$ cat config.mk
export PLATFORM = sky130hd
export DESIGN_NAME = icache_inv_queue
export DESIGN_NICKNAME = d
export VERILOG_FILES = /design/src/rtl/icache_inv_queue_pkg.sv /design/src/rtl/icache_inv_fifo.sv /design/src/rtl/icache_inv_queue.sv
export SDC_FILE = /design/constraint.sdc
export NUM_CORES = 1
export LEC_CHECK = 0
export ABC_AREA = 0
export CAP_MARGIN = 20
export CORE_ASPECT_RATIO = 1.5
export CORE_MARGIN = 1.5
export CORE_UTILIZATION = 58
export DETAILED_ROUTE_END_ITERATION = 16
export PLACE_DENSITY = 0.92
export SYNTH_ARGS = -nofsm -noshare
export SYNTH_HDL_FRONTEND = slang
export SYNTH_HIERARCHICAL = 1
export SYNTH_SLANG_ARGS = --single-unit
$ cat constraint.sdc
create_clock -name clk -period 7.7 [get_ports clk]
set_input_delay 1.54 -clock clk [delete_from_list [all_inputs] [get_ports clk]]
set_output_delay 1.54 -clock clk [all_outputs]
set_load 0.05 [all_outputs]
$ cat src/rtl/icache_inv_queue_pkg.sv
// Shared types for the instruction-side invalidation path: CPU config, queued request and FSM state.
package icache_inv_queue_pkg;

    typedef struct packed {
        int unsigned INSTR_INV_QUEUE_DEPTH;
        int unsigned ICACHE_LINE_W;          // words per icache line
        logic        INSTRUCTION_COHERENCY;  // gates instantiation of icache_inv_queue in the parent
    } cpu_config_t;

    localparam cpu_config_t CPU_CFG = '{
        INSTR_INV_QUEUE_DEPTH: 32'd4,
        ICACHE_LINE_W:         32'd4,
        INSTRUCTION_COHERENCY: 1'b1
    };

    localparam int INV_LINE_ADDR_W = 32 - 2 - $clog2(CPU_CFG.ICACHE_LINE_W);

    typedef struct packed {
        logic [INV_LINE_ADDR_W-1:0] line_addr;
        logic                       all;
    } instr_inv_t;

    typedef enum logic {
        ST_NORMAL = 1'b0,
        ST_FLUSH  = 1'b1
    } inv_state_t;

endpackage

$ cat src/rtl/icache_inv_fifo.sv
// Circular store for pending invalidation lines, exposing head and tail for dispatch and coalescing.
// Latency: a push is visible at the head the next cycle; no backpressure, the caller never pushes into a full queue without popping.
module icache_inv_fifo #(
    parameter int DEPTH = 4,
    parameter int WIDTH = 28
) (
    input  logic                     clk,
    input  logic                     rst,
    input  logic                     i_clr,
    input  logic                     i_push,
    input  logic [WIDTH-1:0]         i_push_dat,
    input  logic                     i_pop,
    output logic [WIDTH-1:0]         o_head_dat,
    output logic [WIDTH-1:0]         o_tail_dat,
    output logic [$clog2(DEPTH):0]   o_count
);

    localparam int PTR_W = $clog2(DEPTH);

    logic [WIDTH-1:0] r_mem [DEPTH];
    logic [PTR_W-1:0] r_rptr;
    logic [PTR_W-1:0] r_wptr;
    logic [PTR_W:0]   r_count;
    logic [PTR_W-1:0] w_tail_ptr;

    assign w_tail_ptr = r_wptr - 1'b1;
    assign o_head_dat = r_mem[r_rptr];
    assign o_tail_dat = r_mem[w_tail_ptr];
    assign o_count    = r_count;

    always_ff @(posedge clk) begin
        if (rst || i_clr) begin
            r_rptr  <= '0;
            r_wptr  <= '0;
            r_count <= '0;
        end else begin
            if (i_push) r_wptr <= r_wptr + 1'b1;
            if (i_pop)  r_rptr <= r_rptr + 1'b1;
            case ({i_push, i_pop})
                2'b10:   r_count <= r_count + 1'b1;
                2'b01:   r_count <= r_count - 1'b1;
                default: r_count <= r_count;
            endcase
        end
    end

    always_ff @(posedge clk) begin
        if (i_push && !i_clr) r_mem[r_wptr] <= i_push_dat;
    end

endmodule

$ cat src/rtl/icache_inv_queue.sv
// Queues store-side line invalidations and forks each one to the icache and branch predictor.
// Latency: 1 cycle to both consumers; inv_valid is never stalled, an overflow degrades to a full-invalidate flush.
module icache_inv_queue
    import icache_inv_queue_pkg::*;
#(
    parameter int DEPTH       = CPU_CFG.INSTR_INV_QUEUE_DEPTH,
    parameter int LINE_ADDR_W = INV_LINE_ADDR_W
) (
    input  logic                   clk,
    input  logic                   rst,
    input  logic                   inv_valid,
    input  logic [31:0]            inv_addr,
    output logic                   ic_inv_valid,
    output logic [LINE_ADDR_W-1:0] ic_inv_addr,
    output logic                   ic_inv_all,
    input  logic                   ic_inv_ack,
    output logic                   bp_inv_valid,
    output logic [LINE_ADDR_W-1:0] bp_inv_addr,
    output logic                   bp_inv_all,
    input  logic                   bp_inv_ack,
    output logic                   busy
);

    localparam int CNT_W = $clog2(DEPTH) + 1;

    inv_state_t             r_state;
    logic                   r_ic_done;
    logic                   r_bp_done;

    logic [LINE_ADDR_W-1:0] w_line;
    logic [LINE_ADDR_W-1:0] w_head_dat;
    logic [LINE_ADDR_W-1:0] w_tail_dat;
    logic [CNT_W-1:0]       w_count;
    logic                   w_flush;
    logic                   w_full;
    logic                   w_req_vld;
    logic                   w_ic_fin;
    logic                   w_bp_fin;
    logic                   w_req_done;
    logic                   w_pop;
    logic                   w_coalesce;
    logic                   w_enq_ok;
    logic                   w_want;
    logic                   w_overflow;
    logic                   w_push;
    logic                   w_unused_addr;
    instr_inv_t             w_req;

    assign w_line        = inv_addr[31 -: LINE_ADDR_W];
    assign w_unused_addr = ^inv_addr[31-LINE_ADDR_W:0];

    assign w_flush    = (r_state == ST_FLUSH);
    assign w_full     = (w_count == CNT_W'(DEPTH));
    assign w_req_vld  = w_flush | (w_count != '0);

    assign ic_inv_valid = w_req_vld & ~r_ic_done;
    assign bp_inv_valid = w_req_vld & ~r_bp_done;

    // A consumer is finished once it has acked, including an ack in the current cycle.
    assign w_ic_fin   = r_ic_done | (ic_inv_valid & ic_inv_ack);
    assign w_bp_fin   = r_bp_done | (bp_inv_valid & bp_inv_ack);
    assign w_req_done = w_req_vld & w_ic_fin & w_bp_fin;
    assign w_pop      = ~w_flush & w_req_done;

    // Only the tail can absorb a repeat, and never while it is the head already in flight.
    assign w_coalesce = (w_count >= CNT_W'(2)) & (w_line == w_tail_dat);
    // Before any flush ack the pending invalidate-all still covers the new line.
    assign w_enq_ok   = ~w_flush | w_ic_fin | w_bp_fin;
    assign w_want     = inv_valid & ~w_coalesce & w_enq_ok;
    assign w_overflow = w_want & w_full & ~w_pop;
    assign w_push     = w_want & ~w_overflow;

    icache_inv_fifo #(
        .DEPTH (DEPTH),
        .WIDTH (LINE_ADDR_W)
    ) u_fifo (
        .clk        (clk),
        .rst        (rst),
        .i_clr      (w_overflow),
        .i_push     (w_push),
        .i_push_dat (w_line),
        .i_pop      (w_pop),
        .o_head_dat (w_head_dat),
        .o_tail_dat (w_tail_dat),
        .o_count    (w_count)
    );

    always_comb begin
        w_req.line_addr = '0;
        w_req.all       = w_flush;
        if (!w_flush && (w_count != '0)) w_req.line_addr = INV_LINE_ADDR_W'(w_head_dat);
    end

    assign ic_inv_addr = LINE_ADDR_W'(w_req.line_addr);
    assign bp_inv_addr = LINE_ADDR_W'(w_req.line_addr);
    assign ic_inv_all  = w_req.all & ~r_ic_done;
    assign bp_inv_all  = w_req.all & ~r_bp_done;
    assign busy        = w_req_vld;

    always_ff @(posedge clk) begin
        if (rst) begin
            r_state   <= ST_NORMAL;
            r_ic_done <= 1'b0;
            r_bp_done <= 1'b0;
        end else if (w_overflow) begin
            r_state   <= ST_FLUSH;
            r_ic_done <= 1'b0;
            r_bp_done <= 1'b0;
        end else if (w_req_done) begin
            r_state   <= ST_NORMAL;
            r_ic_done <= 1'b0;
            r_bp_done <= 1'b0;
        end else begin
            r_ic_done <= w_ic_fin;
            r_bp_done <= w_bp_fin;
        end
    end

endmodule

### After elaboration in Yosys (flattened, before gate mapping)

Memory sizes are Yosys's and may differ from the RTL's. A register that Yosys moved wholly into a read port is not among the register bits.
Cells that the tools add are included.

* RAM bits: 112
* bits in read-only memories: 0
* memories: 1
* bits in latches: 0
* register bits after elaboration: 10
* bits of input ports: 37

* mux-type cells: 8
* shift-type cells: 0
* bitwise gates (word level): 26
* reductions and logical operators: 9
* equal/unequal tests: 4
* multiply operators: 0
* $lt $le $gt $ge: 1
* add/subtract/negate cells: 5
* div/mod/pow operators: 0

Memory list
* u_fifo.r_mem: words 4, width 28, read ports 2, clocked after memory_dff 1, write ports 1, line icache_inv_fifo.sv:20 `logic [WIDTH-1:0] r_mem [DEPTH];`

Operators with widths (count)
* equality test 28 bit: 1
* two-way mux 28 bit: 1
* AND 1 bit: 15
* inverter 1 bit: 6
* one-hot mux 3 bit (2 select lines): 1
* OR 1 bit: 5
* adder 2 x 1 -> 2 bit, second input constant: 2
* two-way mux 1 bit: 4
* two-way mux 2 bit: 2
* nonzero test 2 bit: 2
* adder 3 x 1 -> 3 bit, second input constant: 1
* equality test 3 bit, second input constant: 1
* greater-or-equal comparator 3 x 2 -> 1 bit, second input constant: 1
* nonzero test 3 bit: 1
* OR reduction 3 bit: 1
* subtractor 3 x 1 -> 3 bit, second input constant: 1
* equality test 2 x 1 -> 1 bit, second input constant: 1
* equality test 2 bit, second input constant: 1
* logical AND 1 bit: 2
* zero test 1 bit: 2
* subtractor 2 x 1 -> 2 bit, second input constant: 1
* logical OR 1 bit: 1

### Depth between registers and ports, before layout

* word-level depth: 15
* depth in mapped cells: 17

### Cells and area by module

The synthesis kept the hierarchy.

Modules (own cells, without submodules)
* icache_inv_fifo: instances 1, sequential area each 3543.4 sq um, cells an instance 223, area an instance 5186.2 sq um
* icache_inv_queue: instances 1, sequential area each 60.1 sq um, cells an instance 137, area an instance 982.2 sq um

### Worst setup path after synthesis

OpenSTA, ideal clock, no wires.

* path kind: flip-flop to flip-flop
* start point: reg u_fifo.r_wptr[0]
* end point: mem u_fifo.r_mem[0][0], enable pin
* stages on the path, launching flop included: 15
* arrival: 3.399 ns
* library setup time: 0.387 ns
* slack: 3.914 ns
* data required time: 7.313 ns
* cells stage by stage: dfxtp_1 -> buf_4 -> inv_1 -> ha_1 -> buf_2 -> buf_2 -> mux4_2 -> xor2_1 -> nor4_1 -> nand4_1 -> o21ai_0 -> a31oi_1 -> inv_1 -> nor2_1 -> and2_1

* word-level cells in the longest chain between the ends: 14
* elaborated cells on any way between the ends: 15
* those cells by class: add/sub: 1; eq/ne: 1; mux: 2; bitwise: 8; reduce/logical: 2; memory: 1

RTL lines
* from (decl): line icache_inv_fifo.sv:22 `logic [PTR_W-1:0] r_wptr;`
* from (signal assigned): line icache_inv_fifo.sv:37 `if (i_push) r_wptr <= r_wptr + 1'b1;`
* subtractor 2 x 1 -> 2 bit (*): line icache_inv_fifo.sv:26 `assign w_tail_ptr = r_wptr - 1'b1;`
* net u_fifo.w_tail_ptr[0]: line icache_inv_fifo.sv:24 `logic [PTR_W-1:0] w_tail_ptr;`
* memory (4 x 28 bit) (*)
* net w_tail_dat[19]: line icache_inv_queue.sv:32 `logic [LINE_ADDR_W-1:0] w_tail_dat;`
* equality test 28 bit (*): line icache_inv_queue.sv:66 `assign w_coalesce = (w_count >= CNT_W'(2)) & (w_line == w_tail_dat);`
* AND 1 bit (*): line icache_inv_queue.sv:66
* inverter 1 bit (*): line icache_inv_queue.sv:69 `assign w_want = inv_valid & ~w_coalesce & w_enq_ok;`
* AND 1 bit (*) (2 in a row): line icache_inv_queue.sv:69
* AND 1 bit (2 in a row): line icache_inv_queue.sv:70 `assign w_overflow = w_want & w_full & ~w_pop;`
* inverter 1 bit: line icache_inv_queue.sv:71 `assign w_push = w_want & ~w_overflow;`
* AND 1 bit (*): line icache_inv_queue.sv:71
* net w_push: line icache_inv_queue.sv:45 `logic w_push;`
* logical AND 1 bit (*): line icache_inv_fifo.sv:48 `if (i_push && !i_clr) r_mem[r_wptr] <= i_push_dat;`
* two-way mux 1 bit (*): line icache_inv_fifo.sv:48
* two-way mux 1 bit (not written as such) (*): line icache_inv_fifo.sv:48
* to (decl): line icache_inv_fifo.sv:20

Mark *: on every way through the listed nets, which the timed path passes. The rest lies on a longest branch.

### Worst setup path after layout

* start point: reg u_fifo.r_wptr[0]
* end point: mem u_fifo.r_mem[1][1], enable pin

The elaborated chain is that of the path after synthesis.

==> results.yml <==
timing:
  fin_crit_sh_pct: 72.66
  finalSetupViolCount: 0
  maxSlewViolCount: 0
  timing_hold_violations_final: 0
  final.min_clock_period_ns: 5.595
  rsz0062_at_grt: "no"
  holdWs_ns: 0.5355
  max_freq_mhz: 178.7
  relSlewSlack_pct: 28.20
  worstMarginPinSlew_ns: 1.077
  setup_tns_ns: 0
  finClkSkew_ns: 0.01451
detailed_routing:
  drt-pass1-iter-count: 5
  final_antenna_net_count: 0
  vias: 3720
  wl_per_cell_um: 23.07
  wirelength_mm: 13.59
  vias_per_cell: 6.316
  drc: 0
  drtIter0Drc: 271
clock_network:
  cts_buffers: 17
  cts.clk_slew.worst_paths_ns: 0.05
  clkLatencyLatePin_ns: 0.41
  cts-root-buf: "clkbuf_16"
  cts_resized: 0
  clockBufferDepth: 2
  postCtsSetupBuffers: 0
  htree_num_levels: 4
  cts_hold_buf: 0
  cts.sinks: 124
  cts_tree: "done"
synthesis:
  ys_ff_latch: 124
  post-synth-top-count-cell: "edfxtp_1"
  synthFlopType: "edfxtp_1"
  synth_fp_nets: 403
  yosysTopAreaCellShare_pct: 54.52
  syn-cell-area_sq_mm: 0.006168
  seq_area_frac_synth_pct: 58.42
  async_flop_share_pct: 0
  yosysWarningCount: 6
  yosys-top-cells-area: "edfxtp_1 55%, mux4_2 18%, xor2_1 4.3%"
  synthCells: 360
  ys_types: 33
  avgSynthCellArea_sq_um: 17.13
  yosys-top-cells-count: "112 x edfxtp_1, 48 x mux4_2, 32 x and2_1, 32 x buf_4, 30 x xor2_1"
  synth_top_area_cell: "edfxtp_1"
  synth_edf_count: 112
floorplanning:
  initial_core_util_pct: 60.20
  chipHeight_um: 129.3
  coreArea_sq_mm: 0.01025
  dieWidth_um: 87.20
  die_area_sq_mm: 0.01128
  ios: 98
  rows: 45
worst_setup_path:
  cp-start-kind: "flip-flop"
  required_ns: 7.78
  reg2reg_from: "u_fifo/r_wptr[0]"
  path_class: "reg2reg"
  ff2ff_path_depth: 14
  worst_setup_path_end_kind: "flip-flop"
  r2r_setup_slack_ns: 2.10
  worstPathMaxFanout: 32
  r2r-end: "u_fifo/r_mem[1][1]"
  arrival_ns: 5.68
power_and_ir_drop:
  vdd_ir_drop_max_mv: 0.2392
  power_density_mw_per_mm2: 295.2
  power.leakage_nw: 2.464
cells_and_area:
  stdcell_area_sq_mm: 0.007483
  antennaDiodeCount: 0
  fin_cells: 589
  post-route-util_pct: 73.03
  drive_above_1_share_pct: 18.30
  area_growth_pct: 21.32
  nNetsFinal: 480
global_route:
  grt.busiest_layer: "met2"
  grt_use_total_pct: 25.62
  grt_overflow: 0
  antenna_found_initial: 0
  use_met2_pct: 44.09
  met3_usage_pct: 5.732
  grt_pass1_wl_mm: 20.71
  met1_usage_pct: 30.62
  grt_max_degree: 33
  grt_pass1_vias: 3828
hold_path:
  whs_path_depth: 2
  worstHoldStart: "u_fifo/r_rptr[1]"
  worstHoldPathType: "reg2reg"
  hold_end: "u_fifo/r_rptr[1]"
place:
  dpl.hpwl_mm: 8.749
  dp_cells: 559
  gp_congestion: 0.8283
  io_buffer_count: 93
  placed_area_sq_mm: 0.007008
run:
  maxCapViolations: 0
outcome:
  status: "completed"
## critical path, cell delays in order (launching register included)
cell and delay (ns):
dfxtp_2 0.31, buf_4 0.51, inv_1 0.16, ha_1 1.05, buf_4 0.34, mux4_2 0.33, xor2_1 0.29, nor4_1 0.11
nand4_1 0.16, o21ai_0 0.11, a31oi_1 0.43, inv_1 0.13, nor2_1 0.22, and2_1 0.69, buf_4 0.39
## registers in the layout, indices dropped and copies added (netlist names), named ones only
register	count
u_fifo/r_mem	112
u_fifo/o_count	3
u_fifo/r_rptr	2
u_fifo/r_wptr	2
r_bp_done	1
r_ic_done	1
r_state	1
## layout by cell type (no fill, tap or decap), drive strengths merged, types with 4 or more instances in the layout
cell type	Yosys	final
mux4	56	56
dfxtp	12	12
clkinv	0	6
buf	39	8
clkdlybuf4s50	0	93
edfxtp	112	112
inv	5	5
nor4	11	11
xor2	30	30
nor2	22	22
ha	5	5
nor3	4	4
clkbuf	4	24
nand4	4	4
and2	32	32
## area by class of cell
| cell class | count | area [sq um] |
|---|---|---|
| Sequential cell | 124 | 3605 |
| Fill cell | 613 | 2764 |
| Multi-Input combinational cell | 188 | 2217 |
| Timing Repair Buffer | 101 | 991.0 |
| Clock buffer | 24 | 451.7 |
| Tap cell | 141 | 176.4 |
| Clock inverter | 6 | 23.77 |
| Inverter | 5 | 18.77 |
## where the power goes
| group | internal [mW] | leakage (nW) | total (mW) | switching (mW) |
|---|---|---|---|---|
| logic | 0.270 | 1.11 | 0.757 | 0.487 |
| registers | 0.781 | 1.13 | 0.806 | 0.0248 |
| clock network | 0.399 | 0.230 | 0.647 | 0.248 |
| total | 1.45 | 2.46 | 2.21 | 0.759 |
## per-layer routing
metal  share of wire [%]  vias up
met4                 3.0        0
met2                  54      216
met3                 6.9       38
met1                  36     1916
met5                   0        -
li1                    -     1550
## metrics by stage
| stage | setup slack [ns] | power (mW) |
|---|---|---|
| 3_3_place_gp | 2.479 | 1.547 |
| 6_report | 2.105 | 2.209 |
| 4_1_cts | 2.028 | 2.216 |
| 2_1_floorplan | 3.914 | 1.370 |
| 5_1_grt | 1.828 | 2.276 |
| 3_5_place_dp | 2.207 | 1.568 |
## worst max path at each step
| stage | startpoint | endpoint | slack (ns) | depth (start not counted) |
|---|---|---|---|---|
| floorplan | u_fifo/r_wptr[0] | u_fifo/r_mem[0][0] | 3.91 | 14 |
| global placement | u_fifo/r_wptr[0] | u_fifo/r_mem[1][2] | 2.48 | 13 |
| detailed placement | u_fifo/r_wptr[0] | u_fifo/r_mem[1][2] | 2.21 | 14 |
| CTS | u_fifo/r_wptr[0] | u_fifo/r_mem[1][18] | 2.03 | 14 |
| global route | u_fifo/r_wptr[0] | u_fifo/r_mem[1][18] | 1.83 | 14 |
| finish | u_fifo/r_wptr[0] | u_fifo/r_mem[1][1] | 2.10 | 14 |
## kinds of logic after synthesis
| logic type | after synthesis | share of synthesized area [%] |
|---|---|---|
| xor+xnor | 33 | 4.686 |
| flops | 124 | 58.42 |
| mux | 58 | 21.26 |
| simple gates | 80 | 7.424 |
| compound gates | 11 | 1.217 |
| fa+ha+maj | 6 | 1.339 |
| buf+inv | 48 | 5.659 |
No activity file was read; power rests on OpenSTA's default activity.
